$ cat config.mk
export PLATFORM = sky130hd
export DESIGN_NAME = z16_dmem_arbiter_flat
export DESIGN_NICKNAME = d
export VERILOG_FILES = /design/src/rtl/z16_dmem_arbiter_if.sv /design/src/rtl/z16_dmem_arbiter.sv /design/src/flat_wrapper.sv
export SDC_FILE = /design/constraint.sdc
export NUM_CORES = 1
export LEC_CHECK = 0
export BUFFER_PORTS_ARGS = -buffer_cell sky130_fd_sc_hd__buf_4
export CAP_MARGIN = 20
export CORE_MARGIN = 4
export CORE_UTILIZATION = 48
export CTS_CLUSTER_DIAMETER = 50
export DETAILED_ROUTE_END_ITERATION = 10
export GPL_ROUTABILITY_DRIVEN = 1
export PLACE_DENSITY_LB_ADDON = 0.25
export REMOVE_ABC_BUFFERS = 1
export SLEW_MARGIN = 30
export SYNTH_ARGS = -nofsm -noshare
export SYNTH_HDL_FRONTEND = slang
export SYNTH_SLANG_ARGS = --single-unit
$ cat constraint.sdc
create_clock -name i_clk -period 4.84 [get_ports i_clk]
set_input_delay 0.484 -clock i_clk [delete_from_list [all_inputs] [get_ports i_clk]]
set_output_delay 0.484 -clock i_clk [all_outputs]
set_load 0.02 [all_outputs]
$ cat src/rtl/z16_dmem_arbiter_if.sv
// Bus bundle between the two Z16 data-memory requesters, the arbiter and the memory.
// slave = arbiter view; master = requesters plus memory (everything the arbiter does not drive).
interface z16_dmem_arbiter_if #(
   parameter int ADDR_W = 16,
   parameter int DATA_W = 16
);
   logic              i_m0_req;
   logic              i_m0_wen;
   logic              i_m0_lock;
   logic [ADDR_W-1:0] i_m0_addr;
   logic [DATA_W-1:0] i_m0_wdata;
   logic              o_m0_gnt;
   logic              o_m0_rvalid;
   logic [DATA_W-1:0] o_m0_rdata;

   logic              i_m1_req;
   logic              i_m1_wen;
   logic              i_m1_lock;
   logic [ADDR_W-1:0] i_m1_addr;
   logic [DATA_W-1:0] i_m1_wdata;
   logic              o_m1_gnt;
   logic              o_m1_rvalid;
   logic [DATA_W-1:0] o_m1_rdata;

   logic [ADDR_W-1:0] o_mem_addr;
   logic              o_mem_wen;
   logic [DATA_W-1:0] o_mem_wdata;
   logic [DATA_W-1:0] i_mem_rdata;

   modport slave (
      input  i_m0_req, i_m0_wen, i_m0_lock, i_m0_addr, i_m0_wdata,
      output o_m0_gnt, o_m0_rvalid, o_m0_rdata,
      input  i_m1_req, i_m1_wen, i_m1_lock, i_m1_addr, i_m1_wdata,
      output o_m1_gnt, o_m1_rvalid, o_m1_rdata,
      output o_mem_addr, o_mem_wen, o_mem_wdata,
      input  i_mem_rdata
   );

   modport master (
      output i_m0_req, i_m0_wen, i_m0_lock, i_m0_addr, i_m0_wdata,
      input  o_m0_gnt, o_m0_rvalid, o_m0_rdata,
      output i_m1_req, i_m1_wen, i_m1_lock, i_m1_addr, i_m1_wdata,
      input  o_m1_gnt, o_m1_rvalid, o_m1_rdata,
      input  o_mem_addr, o_mem_wen, o_mem_wdata,
      output i_mem_rdata
   );
endinterface

$ cat src/rtl/z16_dmem_arbiter.sv
// Round-robin arbiter sharing the single-port Z16 data memory between two masters, with a
// bounded lock; grant is combinational, read data returns registered one cycle after grant.
module z16_dmem_arbiter #(
   parameter int ADDR_W   = 16,
   parameter int DATA_W   = 16,
   parameter int MAX_LOCK = 4
) (
   input logic          i_clk,
   input logic          i_rst,
   z16_dmem_arbiter_if.slave bus
);
   localparam logic [7:0] MAX_C = 8'(MAX_LOCK);

   typedef enum logic [1:0] {LK_NONE = 2'd0, LK_M0 = 2'd1, LK_M1 = 2'd2} lock_e;

   lock_e             lock_q, lock_d;
   logic [7:0]        cnt_q, cnt_d;
   logic              last_q, last_d;
   logic              gnt0, gnt1;
   logic              rv0_q, rv0_d, rv1_q, rv1_d;
   logic [DATA_W-1:0] rd0_q, rd0_d, rd1_q, rd1_d;
   logic [ADDR_W-1:0] addr_sel;
   logic [DATA_W-1:0] wdata_sel;
   logic              wen_sel;

   // An owner under its budget keeps the memory; at the budget it yields only if the other waits.
   always_comb begin
      gnt0 = 1'b0;
      gnt1 = 1'b0;
      unique case (lock_q)
         LK_M0: begin
            if (bus.i_m0_req && (cnt_q < MAX_C || !bus.i_m1_req)) gnt0 = 1'b1;
            else if (bus.i_m1_req)                               gnt1 = 1'b1;
         end
         LK_M1: begin
            if (bus.i_m1_req && (cnt_q < MAX_C || !bus.i_m0_req)) gnt1 = 1'b1;
            else if (bus.i_m0_req)                               gnt0 = 1'b1;
         end
         default: begin
            if (bus.i_m0_req && bus.i_m1_req) begin
               gnt0 = last_q;
               gnt1 = !last_q;
            end else begin
               gnt0 = bus.i_m0_req;
               gnt1 = bus.i_m1_req;
            end
         end
      endcase
   end

   // Lock ends whenever the owner is not re-granted with lock held, including forced release.
   always_comb begin
      last_d = last_q;
      lock_d = lock_q;
      cnt_d  = cnt_q;
      if (gnt0)      last_d = 1'b0;
      else if (gnt1) last_d = 1'b1;
      unique case (lock_q)
         LK_M0: begin
            if (gnt0 && bus.i_m0_lock) begin
               cnt_d = (cnt_q == MAX_C) ? cnt_q : cnt_q + 8'd1;
            end else begin
               lock_d = LK_NONE;
               cnt_d  = 8'd0;
            end
         end
         LK_M1: begin
            if (gnt1 && bus.i_m1_lock) begin
               cnt_d = (cnt_q == MAX_C) ? cnt_q : cnt_q + 8'd1;
            end else begin
               lock_d = LK_NONE;
               cnt_d  = 8'd0;
            end
         end
         default: begin
            if (gnt0 && bus.i_m0_lock) begin
               lock_d = LK_M0;
               cnt_d  = 8'd1;
            end else if (gnt1 && bus.i_m1_lock) begin
               lock_d = LK_M1;
               cnt_d  = 8'd1;
            end
         end
      endcase
   end

   always_comb begin
      addr_sel  = '0;
      wdata_sel = '0;
      wen_sel   = 1'b0;
      if (gnt0) begin
         addr_sel  = bus.i_m0_addr;
         wdata_sel = bus.i_m0_wdata;
         wen_sel   = bus.i_m0_wen;
      end else if (gnt1) begin
         addr_sel  = bus.i_m1_addr;
         wdata_sel = bus.i_m1_wdata;
         wen_sel   = bus.i_m1_wen;
      end
   end

   always_comb begin
      rv0_d = gnt0 && !bus.i_m0_wen;
      rv1_d = gnt1 && !bus.i_m1_wen;
      rd0_d = rv0_d ? bus.i_mem_rdata : rd0_q;
      rd1_d = rv1_d ? bus.i_mem_rdata : rd1_q;
   end

   // Memory-side and grant outputs are held quiet for the whole time reset is asserted.
   assign bus.o_m0_gnt    = gnt0 && !i_rst;
   assign bus.o_m1_gnt    = gnt1 && !i_rst;
   assign bus.o_mem_addr  = i_rst ? '0 : addr_sel;
   assign bus.o_mem_wdata = i_rst ? '0 : wdata_sel;
   assign bus.o_mem_wen   = wen_sel && !i_rst;
   assign bus.o_m0_rvalid = rv0_q;
   assign bus.o_m1_rvalid = rv1_q;
   assign bus.o_m0_rdata  = rd0_q;
   assign bus.o_m1_rdata  = rd1_q;

   always_ff @(posedge i_clk or posedge i_rst) begin
      if (i_rst) begin
         lock_q <= LK_NONE;
         cnt_q  <= 8'd0;
         last_q <= 1'b1;
         rv0_q  <= 1'b0;
         rv1_q  <= 1'b0;
         rd0_q  <= '0;
         rd1_q  <= '0;
      end else begin
         lock_q <= lock_d;
         cnt_q  <= cnt_d;
         last_q <= last_d;
         rv0_q  <= rv0_d;
         rv1_q  <= rv1_d;
         rd0_q  <= rd0_d;
         rd1_q  <= rd1_d;
      end
   end
endmodule

$ cat src/flat_wrapper.sv
// flat-port wrapper written by rule: the top's interface ports become plain ports
module z16_dmem_arbiter_flat 
#(
   parameter int ADDR_W   = 16,
   parameter int DATA_W   = 16,
   parameter int MAX_LOCK = 4
)
  (i_clk, i_rst, bus_i_m0_req, bus_i_m0_wen, bus_i_m0_lock, bus_i_m0_addr, bus_i_m0_wdata, bus_o_m0_gnt, bus_o_m0_rvalid, bus_o_m0_rdata, bus_i_m1_req, bus_i_m1_wen, bus_i_m1_lock, bus_i_m1_addr, bus_i_m1_wdata, bus_o_m1_gnt, bus_o_m1_rvalid, bus_o_m1_rdata, bus_o_mem_addr, bus_o_mem_wen, bus_o_mem_wdata, bus_i_mem_rdata);
  z16_dmem_arbiter_if #(.ADDR_W(ADDR_W), .DATA_W(DATA_W)) bus_i ();
  input logic i_clk;
  input logic i_rst;
  input wire logic [$bits(bus_i.i_m0_req)-1:0] bus_i_m0_req;
  input wire logic [$bits(bus_i.i_m0_wen)-1:0] bus_i_m0_wen;
  input wire logic [$bits(bus_i.i_m0_lock)-1:0] bus_i_m0_lock;
  input wire logic [$bits(bus_i.i_m0_addr)-1:0] bus_i_m0_addr;
  input wire logic [$bits(bus_i.i_m0_wdata)-1:0] bus_i_m0_wdata;
  output wire logic [$bits(bus_i.o_m0_gnt)-1:0] bus_o_m0_gnt;
  output wire logic [$bits(bus_i.o_m0_rvalid)-1:0] bus_o_m0_rvalid;
  output wire logic [$bits(bus_i.o_m0_rdata)-1:0] bus_o_m0_rdata;
  input wire logic [$bits(bus_i.i_m1_req)-1:0] bus_i_m1_req;
  input wire logic [$bits(bus_i.i_m1_wen)-1:0] bus_i_m1_wen;
  input wire logic [$bits(bus_i.i_m1_lock)-1:0] bus_i_m1_lock;
  input wire logic [$bits(bus_i.i_m1_addr)-1:0] bus_i_m1_addr;
  input wire logic [$bits(bus_i.i_m1_wdata)-1:0] bus_i_m1_wdata;
  output wire logic [$bits(bus_i.o_m1_gnt)-1:0] bus_o_m1_gnt;
  output wire logic [$bits(bus_i.o_m1_rvalid)-1:0] bus_o_m1_rvalid;
  output wire logic [$bits(bus_i.o_m1_rdata)-1:0] bus_o_m1_rdata;
  output wire logic [$bits(bus_i.o_mem_addr)-1:0] bus_o_mem_addr;
  output wire logic [$bits(bus_i.o_mem_wen)-1:0] bus_o_mem_wen;
  output wire logic [$bits(bus_i.o_mem_wdata)-1:0] bus_o_mem_wdata;
  input wire logic [$bits(bus_i.i_mem_rdata)-1:0] bus_i_mem_rdata;
  assign bus_i.i_m0_req = bus_i_m0_req;
  assign bus_i.i_m0_wen = bus_i_m0_wen;
  assign bus_i.i_m0_lock = bus_i_m0_lock;
  assign bus_i.i_m0_addr = bus_i_m0_addr;
  assign bus_i.i_m0_wdata = bus_i_m0_wdata;
  assign bus_o_m0_gnt = bus_i.o_m0_gnt;
  assign bus_o_m0_rvalid = bus_i.o_m0_rvalid;
  assign bus_o_m0_rdata = bus_i.o_m0_rdata;
  assign bus_i.i_m1_req = bus_i_m1_req;
  assign bus_i.i_m1_wen = bus_i_m1_wen;
  assign bus_i.i_m1_lock = bus_i_m1_lock;
  assign bus_i.i_m1_addr = bus_i_m1_addr;
  assign bus_i.i_m1_wdata = bus_i_m1_wdata;
  assign bus_o_m1_gnt = bus_i.o_m1_gnt;
  assign bus_o_m1_rvalid = bus_i.o_m1_rvalid;
  assign bus_o_m1_rdata = bus_i.o_m1_rdata;
  assign bus_o_mem_addr = bus_i.o_mem_addr;
  assign bus_o_mem_wen = bus_i.o_mem_wen;
  assign bus_o_mem_wdata = bus_i.o_mem_wdata;
  assign bus_i.i_mem_rdata = bus_i_mem_rdata;
  z16_dmem_arbiter #(.ADDR_W(ADDR_W), .DATA_W(DATA_W), .MAX_LOCK(MAX_LOCK)) u_core (.i_clk(i_clk), .i_rst(i_rst), .bus(bus_i));
endmodule
==> results_dict.tcl, run 1 <==
set metrics [dict create \
    dr_total_vias 2648 \
    rsz0062_at_grt "false" \
    cap_viol_max_count 0 \
    setup-tns-final_ns 0 \
    grt_pass1_vias 2563 \
    crit_path_end_kind "output pin" \
    antenna_found_initial 0 \
    drive_gt1_share_pct 49.0 \
    period_minus_slack_ns 3.96 \
    finalClockSkew_ns 0.00531 \
    p_leak_nw 2.02 \
    cellPowerDensity_nw_per_um2 539 \
    syn_inst 283 \
    htreeDepth 2 \
    fill_cells 440 \
    dpl_cell_area_um2 3930 \
    slew_violations 0 \
    startpoint "u_core.cnt_q[4]$_DFFE_PP0P_" \
    peakVddDrop_mv 0.507 \
    port_buffers 156 \
    slew_headroom_pct 41.3 \
    dieWidth_um 83.9 \
    grt_pass1_wl_mm 13.3 \
    synth_edf_count 0 \
    maxClockFrequency_mhz 253 \
    async_flop_share_pct 100 \
    postRouteAntennaNets 0 \
    fin_cells 503 \
    hold_violations 0 \
    r2r-end "u_core.bus.o_m0_rdata[11]$_DFFE_PP0P_" \
    cts_hold_buffers 0 \
    placed_cells 495 \
    gp_congestion 0.918 \
    cts-buffers-inserted 5 \
    p_switching_mw 0.946 \
    syn_area_per_cell_um2 9.76 \
    routed_wl_mm 8.26 \
    rrSetupSlack_ns 1.36 \
    ys_seq_elements 45 \
    yosysUniqueCellTypes 44 \
    crit_type "flip-flop to output pin" \
    holdWs_ns 0.399 \
    grt_usage_pct 23.4 \
    gr-total-overflow 0 \
    place.detailed.hpwl_mm 6.28 \
    start_util_pct 49.9 \
    start_kind "flip-flop" \
    viasPerCell 5.26 \
    diodes 0 \
    post-route-period-util_pct 81.8 \
    seq_power_share_pct 29.0 \
    worst_r2r_path_depth 6 \
    die_h_um 83.9 \
    endpoint "bus_o_mem_wdata[1]" \
    p_clk_share_pct 11.4 \
    setup_viol 0 \
    post-cts-setup-buffers 0 \
    synth_area_um2 2760 \
    min_from "bus_i_mem_rdata[1]" \
    core_area_um2 5540 \
    synth_seq_area_share_pct 40.8 \
    pwr-share-comb_pct 59.6 \
    worstPathRequired_ns 4.36 \
    grt_max_degree 48 \
    syn2layout_area_growth_pct 45.6 \
    drt_pass1_iterations 4 \
    clkLatencyLatePin_ns 0.30 \
    cts-root-buf "clkbuf_8" \
    cts_resized 0 \
    final_common_cell "buf_4" \
    wl_per_cell_um 16.4 \
    clk_pin_slew_ns 0.09 \
    clock_sinks 45 \
    cp_max_fo 37 \
    tightest_slew_ns 0.880 \
    cts.path.max_buffers 2 \
    cts_tree "done" \
    io_pins 157 \
    synth_ff_type "dfrtp_1" \
    reg2reg_from "u_core.cnt_q[4]$_DFFE_PP0P_" \
    internal-power_mw 1.22 \
    switching_share_pct 43.6 \
    final_cell_mix "buf_4, nand2_1, inv_1, dfrtp_1, mux2_2" \
    dieArea_um2 7030 \
    fp-row-count 27 \
    min_path_type "input pin to flip-flop" \
    remaining_drc_errors 0 \
    first_iter_violations 73 \
    arrival_ns 3.48 \
    final_area_um2 4020 \
    nets 522 \
    yosys_warnings 0 \
    status "finished clean" \
]
critical path, cell delays in order, from the launching register on:
cell	delay, ns
dfrtp_1	0.44
or4_1	0.55
or3_4	0.36
or4b_4	0.54
nand3_4	0.40
nand2b_1	0.10
buf_4	0.27
o32ai_1	0.31
buf_4	0.20
stage by stage:
step                setup slack (ns)  util [%]  total power [mW]
finish                         0.880      72.6              2.17
global placement                1.31      70.7              1.89
global route                   0.718      72.6              2.30
floorplan                      0.793         -              1.38
detailed placement              1.25      70.9              1.94
CTS                            0.894      72.6              2.18
kinds of logic after synthesis:
logic type                 after synthesis  share of synthesized area, %
and+or+nand+nor                         80                          13.7
buffers and inverters                   64                          10.5
AOI/OAI and AO/OA                       57                          19.8
DFF                                     45                          40.8
muxes                                   32                          13.0
adders and majority gates                4                          1.81
xor gates and xnor gates                 1                         0.317
synth_stat cells, types with 2 or more instances:
master | n | area share [%]
buf_6 | 4 | 1.6
nand4_1 | 2 | 0.45
nand3_1 | 8 | 1.4
o311ai_0 | 4 | 1.3
nand2_1 | 49 | 6.7
or2_2 | 3 | 0.68
buf_2 | 4 | 0.72
clkbuf_1 | 9 | 1.2
o21ai_0 | 3 | 0.54
mux2_2 | 23 | 9.4
o32ai_1 | 21 | 6.7
inv_1 | 44 | 6.0
dfrtp_1 | 44 | 40
mux2_1 | 9 | 3.7
a21oi_1 | 6 | 1.1
nor2_1 | 7 | 0.95
o32ai_2 | 12 | 7.1
ha_1 | 4 | 1.8
nand2b_1 | 2 | 0.45
flip-flops by register name, summed over array words and instances (netlist names):
signal                  count
u_core.cnt_q                8
u_core.bus.o_m0_rvalid      1
u_core.last_q               1
u_core.bus.o_m0_rdata      16
u_core.bus.o_m1_rvalid      1
u_core.bus.o_m1_rdata      16
u_core.lock_q               2
area by class of cell:
cell class	instances	area (µm²)	share of cell area, %
clock buffers	5	68.8	1.71
clock inverters	3	25.0	0.622
inverters	45	169	4.20
multi-input cells	174	1350	33.4
flip-flops and latches	45	1130	28.0
well taps	72	90.1	2.24
repair buffers	159	1200	29.8
layer usage:
metal  routed length [µm]  part of all wire [%]  vias to the layer above  track usage [%]
met3                  546                   6.6                       11             5.23
li1                     -                     -                     1286                -
met2                 4190                    51                      109             40.2
met4                  133                   1.6                        0             6.14
met1                 3390                    41                     1242             29.6
met5                    0                     0                        -                0
power by group through the flow:
| stage | sequential [mW] | combinational [mW] | clock [mW] |
|---|---|---|---|
| 3_3_place_gp | 0.627 | 1.26 | 0 |
| 6_report | 0.630 | 1.29 | 0.247 |
| 2_1_floorplan | 0.803 | 0.577 | 0 |
| 4_1_cts | 0.630 | 1.30 | 0.250 |
| 3_5_place_dp | 0.637 | 1.30 | 0 |
| 5_1_grt | 0.653 | 1.38 | 0.266 |
worst min path at each step:
stage,cells after the start,to
2_1_floorplan,2,u_core.cnt_q[7]$_DFFE_PP0P_
3_3_place_gp,1,u_core.bus.o_m0_rdata[3]$_DFFE_PP0P_
3_5_place_dp,1,u_core.bus.o_m0_rdata[1]$_DFFE_PP0P_
4_1_cts,2,u_core.bus.o_m0_rdata[0]$_DFFE_PP0P_
5_1_grt,2,u_core.bus.o_m0_rdata[4]$_DFFE_PP0P_
6_report,2,u_core.bus.o_m0_rdata[1]$_DFFE_PP0P_
(Power assumes the default switching activity.)
==> run 2, diff against run 1 <==
--- a/config.mk
+++ b/config.mk
@@ -5,10 +5,11 @@
 export SDC_FILE = /design/constraint.sdc
 export NUM_CORES = 1
 export LEC_CHECK = 0
+export ABC_AREA = 1
 export BUFFER_PORTS_ARGS = -buffer_cell sky130_fd_sc_hd__buf_4
 export CAP_MARGIN = 20
 export CORE_MARGIN = 4
-export CORE_UTILIZATION = 48
+export CORE_UTILIZATION = 40
 export CTS_CLUSTER_DIAMETER = 50
 export DETAILED_ROUTE_END_ITERATION = 10
 export GPL_ROUTABILITY_DRIVEN = 1
==> constraint.sdc (replaced) <==
create_clock -name i_clk -period 3.4 [get_ports i_clk]
set_input_delay 0.34 -clock i_clk [delete_from_list [all_inputs] [get_ports i_clk]]
set_output_delay 0.34 -clock i_clk [all_outputs]
set_load 0.02 [all_outputs]
==> run 2 against run 1 <==
  * First-iteration DRC count grew 62%
  * Final area shrank 1.4%
  * Global-route usage shrank 5.0 points
  * Combinational power grew 56%
  * Die area grew 17%
  * Hold slack lost 0.11 ns
  * Register-to-register slack gained 0.13 ns
  * Via count shrank 2.5%
  * Critical path type unchanged
  * Largest power group unchanged
==> results_dict.tcl, run 2 <==
set metrics [dict create \
    port_buffers 156 \
    syn_inst 339 \
    cellPowerDensity_nw_per_um2 810 \
    final_cell_mix "buf_4, nand2_1, inv_1" \
    cp_common_cell "inv_1" \
    min_path_cells 3 \
    critical_path_buf_inv_count 3 \
    cts_hold_buffers 1 \
    clkLatencyLatePin_ns 0.30 \
    grt_usage_pct 18.4 \
    synth_area_um2 2730 \
    cts-buffers-inserted 5 \
    synth_simple_gate_area_share_pct 21.2 \
    synth_compound_area_share_pct 19.6 \
    die_h_um 90.6 \
    crit_type "flip-flop to output pin" \
    post-route-period-util_pct 85.4 \
    switching_share_pct 47.4 \
    remaining_drc_errors 0 \
    grt_pass1_vias 2461 \
    drt_pass1_iterations 5 \
    yosys.area.top_type "dfrtp_1" \
    slew_violations 0 \
    antenna_found_initial 0 \
    finalClockSkew_ns 0.0104 \
    period_minus_slack_ns 2.90 \
    synth_ff_type "dfrtp_1" \
    status "finished clean" \
    htreeDepth 2 \
    hold_violations 0 \
    maxClockFrequency_mhz 344 \
    rsz0062_at_grt "false" \
    routed_wl_mm 7.64 \
    clock_sinks 45 \
    final_common_cell "buf_4" \
    internal-power_mw 1.69 \
    synth_commonest_cells "nand2_1, inv_1, dfrtp_1, o21ai_2, nor2_1" \
    worstPathRequired_ns 3.06 \
    cap_viol_max_count 0 \
    post-cts-setup-buffers 0 \
    pwr-share-comb_pct 62.4 \
    cts_tree "done" \
    gp_congestion 0.895 \
    synthAdderAreaFrac_pct 1.84 \
    synth_xor_area_share_pct 1.93 \
    gr-total-overflow 0 \
    clk_pin_slew_ns 0.09 \
    yosysUniqueCellTypes 33 \
    slew_headroom_pct 61.6 \
    cts-root-buf "clkbuf_8" \
    crit_family "simple AND/OR/NAND/NOR gates" \
    crit_path_end_kind "output pin" \
    yosys-mux-area-fraction_pct 0 \
    cts_resized 0 \
    start_util_pct 42.0 \
    start_kind "flip-flop" \
    nets 583 \
    slowest_stage "nand3_4" \
    yosysMostFrequentCell "nand2_1" \
    fp-row-count 29 \
    tightest_slew_ns 0.575 \
    viasPerCell 4.55 \
    drive_gt1_share_pct 44.4 \
    synth_seq_area_share_pct 41.3 \
    synth_top_family_by_area "simple AND/OR/NAND/NOR gates" \
    wl_per_cell_um 13.5 \
    p_clk_share_pct 10.1 \
    synth_area_leaders "dfrtp_1, nand2_1, o21ai_2" \
    arrival_ns 2.56 \
    syn_area_per_cell_um2 8.04 \
    cts.path.max_buffers 2 \
    io_pins 157 \
    place.detailed.hpwl_mm 6.12 \
    setup_viol 0 \
    grt_max_degree 36 \
    async_flop_share_pct 100 \
    dr_total_vias 2582 \
    syn2layout_area_growth_pct 45.5 \
    crit_chain "inv_1, ha_1, inv_1, nand3_1, and2_4, nand3_4, o21ai_0, buf_4" \
    worst_r2r_path_depth 9 \
    core_area_um2 6490 \
    setup-tns-final_ns 0 \
    diodes 0 \
    dieWidth_um 90.6 \
    peakVddDrop_mv 0.471 \
    dieArea_um2 8200 \
    cp_max_fo 32 \
    postRouteAntennaNets 0 \
    finalPower_mw 3.21 \
    p_switching_mw 1.52 \
    synth_edf_count 0 \
    grt_pass1_wl_mm 12.4 \
    first_iter_violations 118 \
    min_path_type "input pin to flip-flop" \
    cpPeakStageDelay_ns 0.42 \
    ys_seq_elements 45 \
    seq_power_share_pct 27.5 \
    p_leak_nw 2.20 \
    cp_num_cells 8 \
    yosys_warnings 0 \
    synth_top_area_share_pct 40.4 \
]
-- run 2: cell types whose count changed after synthesis, sizes merged, moves of 3 or more --
cell | previous run | this run
nand2 | 49 | 81
nor2 | 7 | 25
o32ai | 33 | 0
nand3 | 9 | 13
a21oi | 6 | 20
xor2 | 0 | 5
o21ai | 3 | 55
mux2 | 32 | 0
or2 | 4 | 1
clkbuf | 9 | 0
buf | 10 | 13
o311ai | 4 | 0
inv | 44 | 68
-- run 2: cell families after synthesis --
family / Yosys count
AOI/OAI and AO/OA: 76
xor gates and xnor gates: 6
adders and majority gates: 4
buffers and inverters: 81
DFF: 45
and+or+nand+nor: 127
-- run 2: through the flow --
step / utilization, % / hold slack [ns] / worst slack, ns / area [µm²] / cells
CTS: 61.1 / 0.276 / 0.509 / 3970 / 568
global route: 61.1 / 0.268 / 0.355 / 3970 / 568
detailed placement: 59.7 / 0.325 / 0.858 / 3870 / 560
finish: 61.1 / 0.285 / 0.497 / 3970 / 568
floorplan: - / 0.463 / 0.463 / 2600 / 326
global placement: 59.7 / 0.320 / 0.963 / 3870 / 560
-- run 2: worst min-delay path, stage by stage --
cell and delay (ns):
buf_4 0.07, inv_1 0.04, a21oi_2 0.10
-- run 2: layout make-up --
type / count / area [µm²]
clock buffer: 5 / 68.8
clock inverter: 2 / 13.8
inverter: 68 / 258
tap: 77 / 96.3
timing repair buffer: 158 / 1190
fill: 578 / 2530
sequential: 45 / 1130
multi-input combinational: 213 / 1210
-- run 2: worst paths after layout --
path / slack, ns / startpoint / end
worst max-delay path: 0.50 / u_core.lock_q[0]$_DFFE_PP0P_ / bus_o_mem_addr[15]
worst min-delay path: 0.28 / bus_i_mem_rdata[7] / u_core.bus.o_m0_rdata[7]$_DFFE_PP0P_
worst max register to register: 1.49 / u_core.lock_q[0]$_DFFE_PP0P_ / u_core.bus.o_m0_rdata[12]$_DFFE_PP0P_
worst min register to register: 0.50 / u_core.bus.o_m1_rdata[6]$_DFFE_PP0P_ / u_core.bus.o_m1_rdata[6]$_DFFE_PP0P_
max in group asynchronous: 2.10 / i_rst / u_core.cnt_q[0]$_DFFE_PP0P_
min in group asynchronous: 0.58 / i_rst / u_core.cnt_q[5]$_DFFE_PP0P_
-- run 2: power by group through the flow --
stage          Sequential, mW  Combinational [mW]  Clock (mW)
6_report                0.883                2.01       0.325
5_1_grt                 0.913                2.17       0.364
4_1_cts                 0.884                2.03       0.337
3_5_place_dp            0.887                2.03           0
3_3_place_gp            0.883                1.98           0
2_1_floorplan            1.11               0.971           0
-- run 2: per-layer routing --
metal	track usage (%)	up-vias	part of all wire [%]
met5	0	-	0
met4	4.59	0	1.3
met3	5.50	10	7.8
met2	30.9	90	51
met1	23.0	1137	40
li1	-	1345	-
==> run 3, diff against run 2 <==
--- a/config.mk
+++ b/config.mk
@@ -9,7 +9,8 @@
 export BUFFER_PORTS_ARGS = -buffer_cell sky130_fd_sc_hd__buf_4
 export CAP_MARGIN = 20
 export CORE_MARGIN = 4
-export CORE_UTILIZATION = 40
+export CORE_UTILIZATION = 46
+export CTS_BUF_LIST = sky130_fd_sc_hd__clkbuf_2
 export CTS_CLUSTER_DIAMETER = 50
 export DETAILED_ROUTE_END_ITERATION = 10
 export GPL_ROUTABILITY_DRIVEN = 1
==> constraint.sdc (replaced) <==
create_clock -name i_clk -period 3.15 [get_ports i_clk]
set_input_delay 0.315 -clock i_clk [delete_from_list [all_inputs] [get_ports i_clk]]
set_output_delay 0.315 -clock i_clk [all_outputs]
set_load 0.02 [all_outputs]
==> run 3 against run 2 <==
  * Final area barely moved
  * Wire length rose by 2.9%
  * Sequential cell count did not move
  * Largest power group unchanged
==> results_dict.tcl, run 3 (synthesized netlist as in run 2, its figures left out) <==
set metrics [dict create \
    cts_tree "done" \
    cp_common_cell "inv_1" \
    fp-row-count 27 \
    final_common_cell "buf_4" \
    dieWidth_um 85.0 \
    start_kind "flip-flop" \
    wl_per_cell_um 13.9 \
    drive_gt1_share_pct 44.7 \
    finalPower_mw 3.46 \
    arrival_ns 2.63 \
    critical_path_buf_inv_count 3 \
    grt_usage_pct 20.6 \
    die_h_um 85.0 \
    peakVddDrop_mv 0.610 \
    place.detailed.hpwl_mm 6.20 \
    core_area_um2 5640 \
    crit_type "flip-flop to output pin" \
    postRouteAntennaNets 0 \
    status "finished clean" \
    crit_family "simple AND/OR/NAND/NOR gates" \
    setup_viol 0 \
    post-cts-setup-buffers 0 \
    cellPowerDensity_nw_per_um2 874 \
    clk_pin_slew_ns 0.25 \
    grt_pass1_vias 2525 \
    post-route-period-util_pct 93.5 \
    p_leak_nw 2.21 \
    finalClockSkew_ns 0.0339 \
    cts-buffers-inserted 5 \
    cpPeakStageDelay_ns 0.43 \
    diodes 0 \
    dr_total_vias 2654 \
    maxClockFrequency_mhz 340 \
    gp_congestion 0.846 \
    start_util_pct 48.3 \
    remaining_drc_errors 0 \
    drt_pass1_iterations 5 \
    holdWs_ns 0.110 \
    dieArea_um2 7220 \
    placed_cells 556 \
    worstPathRequired_ns 2.83 \
    clkLatencyLatePin_ns 0.42 \
    cap_viol_max_count 0 \
    fin_cells 566 \
    grt_pass1_wl_mm 12.3 \
    hold_violations 0 \
    syn2layout_area_growth_pct 45.4 \
    final_cell_mix "buf_4, nand2_1, inv_1" \
    period_minus_slack_ns 2.94 \
    cts-root-buf "clkbuf_2" \
    slew_violations 0 \
    min_path_type "input pin to flip-flop" \
    viasPerCell 4.69 \
    nets 585 \
    fill_cells 470 \
    crit_chain "inv_1, ha_1, inv_1, nand3_1, and2_4, nand3_2, o21ai_2, buf_4" \
    io_pins 157 \
    setup-tns-final_ns 0 \
    first_iter_violations 103 \
    slowest_stage "dfrtp_1" \
    slew_headroom_pct 63.7 \
    post-route-util_pct 70.3 \
    cts_resized 0 \
    gr-total-overflow 0 \
    crit_path_end_kind "output pin" \
    cp_max_fo 16 \
    rsz0062_at_grt "false" \
    port_buffers 156 \
    tightest_slew_ns 0.544 \
    grt_max_degree 35 \
    htreeDepth 2 \
    clock_sinks 45 \
    routed_wl_mm 7.86 \
    cts.path.max_buffers 2 \
    antenna_found_initial 0 \
]
run 3: cell types whose count changed in the layout (fill, tap and decap cells not counted):
cell / previous run / this run
nand3_2: 1 / 2
clkbuf_2: 0 / 5
clkbuf_8: 5 / 0
buf_4: 157 / 158
bufinv_16: 0 / 1
run 3: layer usage:
| layer | track usage (%) | vias to the layer above | routed length (µm) |
|---|---|---|---|
| li1 | - | 1355 | - |
| met1 | 26.2 | 1208 | 3330 |
| met2 | 35.5 | 89 | 3930 |
| met3 | 5.73 | 2 | 585 |
| met4 | 3.60 | 0 | 13 |
| met5 | 0 | - | 0 |
run 3: stage by stage:
stage,setup slack (ns),instance area (µm²)
after floorplan,0.263,2600
after global placement,0.726,3880
after detailed placement,0.637,3880
after CTS,0.112,3960
after global routing,0.00366,3970
final,0.205,3970
run 3: final cells by class:
cell class	count	area [µm²]	share of cell area [%]
inverters	68	258	6.50
clock buffers	5	25.0	0.631
repair buffers	159	1200	30.2
well taps	72	90.1	2.27
multi-input cells	214	1220	30.9
clock inverters	3	43.8	1.10
flip-flops and latches	45	1130	28.4
run 3: what timing repair did:
item,4_1_cts,5_1_grt
setup endpoints to repair,0,25
hold buffers,1,0
endpoints found under the hold margin,44,0
run 3: report_power, final:
group,leakage (nW),internal [mW],switching [mW]
sequential,0.546,0.818,0.133
clock,0.0433,0.136,0.193
combinational,1.62,0.852,1.33
run 3: tightest hold or removal path, stage by stage:
cell and delay, ns:
buf_4 0.10, inv_1 0.06, a21oi_1 0.06
run 3: worst paths after layout:
| path | cells after the start | endpoint | start | slack [ns] |
|---|---|---|---|---|
| hold reg to reg | 2 | u_core.last_q$_DFFE_PP1P_ | u_core.last_q$_DFFE_PP1P_ | 0.52 |
| setup reg to reg | 9 | u_core.bus.o_m0_rdata[8]$_DFFE_PP0P_ | u_core.lock_q[0]$_DFFE_PP0P_ | 1.19 |
| max in group asynchronous | 4 | u_core.lock_q[1]$_DFFE_PP0P_ | i_rst | 2.34 |
| setup / recovery | 8 | bus_o_mem_addr[12] | u_core.lock_q[0]$_DFFE_PP0P_ | 0.21 |
| hold / removal | 3 | u_core.bus.o_m0_rdata[15]$_DFFE_PP0P_ | bus_i_mem_rdata[15] | 0.11 |
| min in group asynchronous | 4 | u_core.cnt_q[1]$_DFFE_PP0P_ | i_rst | 0.51 |
